**src/rtl/mem_access_unit.sv**
```systemverilog
// mem_access_unit: MEM-stage data-memory access unit.
// Steers byte/half/word stores onto the byte lanes of a word-wide memory,
// extracts and extends loads, and stalls the pipeline across a req/ack access.
module mem_access_unit #(
    parameter int unsigned ADDR_W = 32
) (
    input  logic              clk,
    input  logic              rst_n,
    input  logic              valid_in,
    input  logic              mem_read,
    input  logic              mem_write,
    input  logic [1:0]        size,
    input  logic              sign_ext,
    input  logic [ADDR_W-1:0] addr,
    input  logic [31:0]       write_data,
    output logic              stall,
    output logic [31:0]       read_data,
    output logic              misaligned,
    output logic              mem_req,
    output logic              mem_we,
    output logic [ADDR_W-1:0] mem_addr,
    output logic [31:0]       mem_wdata,
    output logic [3:0]        mem_wstrb,
    input  logic              mem_ack,
    input  logic [31:0]       mem_rdata
);

    typedef enum logic [1:0] {
        IDLE,
        REQ,
        DONE
    } state_t;

    state_t state_q, state_d;

    logic              access;
    logic              aligned;
    logic              capture;

    logic              mem_req_q;
    logic              mem_we_q;
    logic [ADDR_W-1:0] mem_addr_q;
    logic [31:0]       mem_wdata_q;
    logic [3:0]        mem_wstrb_q;
    logic [1:0]        off_q;
    logic [1:0]        size_q;
    logic              sign_ext_q;
    logic [31:0]       read_data_q, read_data_d;

    logic [31:0]       wdata_d;
    logic [3:0]        wstrb_d;
    logic [7:0]        lane8;
    logic [15:0]       lane16;

    assign access = valid_in & (mem_read | mem_write);

    // Alignment check: bytes always aligned, halves need addr[0]=0, words (and size 11) addr[1:0]=0
    always_comb begin
        unique case (size)
            2'b00:   aligned = 1'b1;
            2'b01:   aligned = ~addr[0];
            default: aligned = (addr[1:0] == 2'b00);
        endcase
    end

    assign capture = (state_q == IDLE) & access & aligned;

    // State register
    always_ff @(posedge clk) begin
        if (!rst_n) state_q <= IDLE;
        else        state_q <= state_d;
    end

    // Next-state logic
    always_comb begin
        state_d = state_q;
        unique case (state_q)
            IDLE:    if (access && aligned) state_d = REQ;
            REQ:     if (mem_ack) state_d = DONE;
            DONE:    state_d = IDLE;
            default: state_d = IDLE;
        endcase
    end

    // Combinational outputs: stall and misaligned depend on state and live inputs
    always_comb begin
        stall      = 1'b0;
        misaligned = 1'b0;
        unique case (state_q)
            IDLE: begin
                stall      = access & aligned;
                misaligned = access & ~aligned;
            end
            REQ:     stall = 1'b1;
            default: ;
        endcase
    end

    // Store lane steering: replicate data across lanes, strobe only the addressed bytes
    always_comb begin
        unique case (size)
            2'b00: begin
                wdata_d = {4{write_data[7:0]}};
                wstrb_d = 4'b0001 << addr[1:0];
            end
            2'b01: begin
                wdata_d = {2{write_data[15:0]}};
                wstrb_d = addr[1] ? 4'b1100 : 4'b0011;
            end
            default: begin
                wdata_d = write_data;
                wstrb_d = 4'b1111;
            end
        endcase
    end

    // Load extraction and extension from the acknowledged memory word
    always_comb begin
        lane8  = mem_rdata[{off_q, 3'b000} +: 8];
        lane16 = mem_rdata[{off_q[1], 4'b0000} +: 16];
        unique case (size_q)
            2'b00:   read_data_d = sign_ext_q ? {{24{lane8[7]}}, lane8}
                                              : {24'h000000, lane8};
            2'b01:   read_data_d = sign_ext_q ? {{16{lane16[15]}}, lane16}
                                              : {16'h0000, lane16};
            default: read_data_d = mem_rdata;
        endcase
    end

    // Command capture, request flag and load result registers
    always_ff @(posedge clk) begin
        if (!rst_n) begin
            mem_req_q   <= 1'b0;
            mem_we_q    <= 1'b0;
            mem_addr_q  <= '0;
            mem_wdata_q <= '0;
            mem_wstrb_q <= '0;
            off_q       <= '0;
            size_q      <= '0;
            sign_ext_q  <= 1'b0;
            read_data_q <= '0;
        end else begin
            mem_req_q <= (state_d == REQ);
            if (capture) begin
                mem_we_q    <= mem_write;
                mem_addr_q  <= {addr[ADDR_W-1:2], 2'b00};
                mem_wdata_q <= wdata_d;
                mem_wstrb_q <= mem_write ? wstrb_d : 4'b0000;
                off_q       <= addr[1:0];
                size_q      <= size;
                sign_ext_q  <= sign_ext;
            end
            if ((state_q == REQ) && mem_ack && !mem_we_q) begin
                read_data_q <= read_data_d;
            end
        end
    end

    assign mem_req   = mem_req_q;
    assign mem_we    = mem_we_q;
    assign mem_addr  = mem_addr_q;
    assign mem_wdata = mem_wdata_q;
    assign mem_wstrb = mem_wstrb_q;
    assign read_data = read_data_q;

endmodule

```
**config.mk**
```make
export PLATFORM = sky130hd
export DESIGN_NAME = mem_access_unit
export DESIGN_NICKNAME = d
export VERILOG_FILES = /design/src/rtl/mem_access_unit.sv
export SDC_FILE = /design/constraint.sdc
export NUM_CORES = 1
export LEC_CHECK = 0
export BUFFER_PORTS_ARGS = -buffer_cell sky130_fd_sc_hd__buf_2
export CORE_AREA = 2 2 104 106
export CTS_BUF_LIST = sky130_fd_sc_hd__clkbuf_8
export CTS_CLUSTER_DIAMETER = 80
export DETAILED_ROUTE_END_ITERATION = 6
export DIE_AREA = 0 0 106 108
export GPL_TIMING_DRIVEN = 0
export PLACE_DENSITY = 0.76
export SLEW_MARGIN = 20
export SYNTH_ARGS = -nofsm -noshare
export SYNTH_HDL_FRONTEND = slang
export SYNTH_SLANG_ARGS = --single-unit
```
**constraint.sdc**
```tcl
create_clock -name clk -period 4.61 [get_ports clk]
set_input_delay 0.922 -clock clk [delete_from_list [all_inputs] [get_ports clk]]
set_output_delay 0.922 -clock clk [all_outputs]
set_load 0.01 [all_outputs]
```
==> results.txt <==
min-delay worst type - flip-flop to flip-flop
Reg2Reg Capture Point - read_data[21]$_SDFFE_PN0P_
Worst R2R Start - off_q[1]$_SDFFE_PN0P_
gr usage total - 24.80%
Yosys reg bits - 107
net count reported at finish - 884
violation count after the first detailed-route iteration - 348
Critical Path AT - 1.94 ns
Syn Area/Cell - 8.045 µm²
largest net degree at the start of global routing - 18
worst skew pair latency - 0.36 ns
Final Hold Viols - 0
Worst setup SP type - primary input
Syn Inst Count - 561
synth warn - 0
# port buffers - 206
Pwr Total - 0.001849 W
cts repair resizes - 0
Final setup viols - 0
VDD IR max - 155.5 µV
Crit path required time - 3.69 ns
Leak - 2.673 nW
routed vias - 4808
core area - 10230 µm²
Diodes inserted - 0
global placement routability congestion - 0.8639
clock sinks - 107
Hold Path Depth - 2
drt first pass iters - 5
initial core utilization - 44.11%
fmax - 0.3500 GHz
ys flop type - dfxtp_1
TNS Setup - 0 ns
post-synthesis cell area - 4513 µm²
EDFF count, synth - 0
CTS root buf - clkbuf_8
DRC Markers - 0
die area - 11450 µm²
Hold Path End - mem_addr[9]$_SDFFE_PN0P_
setup bufs post-CTS - 0
Num CTS Buffers - 9
Distinct cells, synth - 38
first-pass GRT wire length - 22.69 mm
Final Cycle Share - 61.98%
maximum root-to-sink buffer count - 2
CTS tree - built
Least-Margin Pin Slew - 0.7664 ns
layout cell share with drive strength beyond 1 - 33.16%
outcome - finished clean
most common cell after layout, fill and taps aside - buf_2
initial antenna violation count - 0
Clock Skews - 0.01403 ns
r2r setup slk - 2.65 ns
unrepaired setup endpoints after global routing - false
chip width - 106 µm
Die Ht - 108 µm
Slew HR - 48.79%
worst-path fanout max - 10
grt ovf - 0
FFs w/ async S/R, synth - 0%
Worst Hold Launch - mem_addr[9]$_SDFFE_PN0P_
max-slew violation count - 0
H-Tree Depth - 3
crit path time final - 2.857 ns
power per cell area - 313.9 nW/µm²
most frequent cells in the layout - buf_2, nand2_1, dfxtp_1
row count - 37
final wirelength - 14.27 mm
WL per Instance - 15.52 µm
crit end category - primary output
FF-to-FF path depth - 5
Via density - 5.226
CTS clk-pin slew, worst paths - 0.10 ns
max-cap viol count - 0
Area growth syn-to-layout - 30.50%
I/O pin count - 209
HPWL Detailed - 11.08 mm
Setup Crit Path Kind - primary input to primary output
post-route ant nets - 0
vias in the first global route - 4731
cts-stage hold buffer count - 0
register area share after synthesis - 47.46%
==> Yosys cell counts (all sizes together) (5+ instances only) <==
| library cell | n | area share, % |
|---|---|---|
| nand2 | 154 | 13 |
| dfxtp | 107 | 47 |
| a21oi | 93 | 10 |
| o21ai | 34 | 3.8 |
| nor2 | 29 | 2.4 |
| buf | 27 | 3.1 |
| mux2i | 20 | 4.7 |
| clkbuf | 19 | 1.6 |
| a311oi | 9 | 2.1 |
| a211oi | 8 | 1.3 |
| nor3b | 8 | 1.3 |
| a2111oi | 7 | 1.4 |
| a22oi | 7 | 1.2 |
| mux2 | 7 | 1.7 |
| nand3 | 5 | 0.55 |
==> how the worst max path moves through the flow <==
stage / startpoint / end / slack [ns] / cells past startpoint
floorplan: size[1] / stall / 2.08 / 5
global placement: size[1] / stall / 1.77 / 7
detailed placement: size[1] / stall / 1.76 / 7
CTS: size[1] / stall / 1.76 / 7
global route: size[1] / stall / 1.68 / 7
finish: size[1] / stall / 1.75 / 7
==> critical path, stage by stage <==
cell and delay (ns):
buf_2 0.13, nor2_1 0.06, buf_2 0.18, or2_2 0.32, a21oi_1 0.13, nor2_1 0.05, buf_2 0.14
==> metal layers <==
metal / global-route usage (%) / up-vias / routed length, µm
li1: - / 2353 / -
met1: 29.97 / 2230 / 5876
met2: 43.23 / 213 / 6881
met3: 6.631 / 12 / 1335
met4: 7.895 / 0 / 180
met5: 0 / - / 0
==> logic make-up (layout without fill, tap and decap cells) <==
logic type,count (synthesis),in the layout,share of synthesized area [%]
flops,107,107,47.46
compound gates,169,169,22.21
mux,27,27,6.460
other cells,1,2,0.08309
simple gates,208,208,18.85
buf+inv,49,271,4.935
==> flip-flops by register name, summed over array words and instances (netlist names) <==
signal / flops
mem_wdata: 32
state_q: 2
mem_addr: 30
sign_ext_q: 1
mem_req: 1
mem_wstrb: 4
read_data: 32
size_q: 2
off_q: 2
mem_we: 1
==> metrics by stage <==
stage | area (µm²) | cells | hold WS, ns | utilization [%] | worst slack, ns
floorplan | 4517 | 562 | 0.4762 | - | 2.082
detailed placement | 5718 | 904 | 0.4439 | 55.89 | 1.763
global placement | 5718 | 904 | 0.4390 | 55.89 | 1.768
global route | 5889 | 920 | 0.4793 | 57.56 | 1.683
CTS | 5889 | 920 | 0.4592 | 57.56 | 1.764
finish | 5889 | 920 | 0.4584 | 57.56 | 1.753
==> report_power, final <==
group | switching, W | internal, W
Clock | 0.000328 | 0.000195
Combinational | 0.000194 | 0.000134
Sequential | 0.0000262 | 0.000972
==> final cells by class <==
type                            count  area [µm²]
Inverter                            3       11.26
Fill cell                        1004        4342
Multi-Input combinational cell    406        2152
Timing Repair Buffer              206        1031
Clock buffer                        9       123.9
Tap cell                          136       170.2
Buffer                             46       211.5
Sequential cell                   107        2142
Clock inverter                      7       47.55
Power figures use the tool's default switching activity.
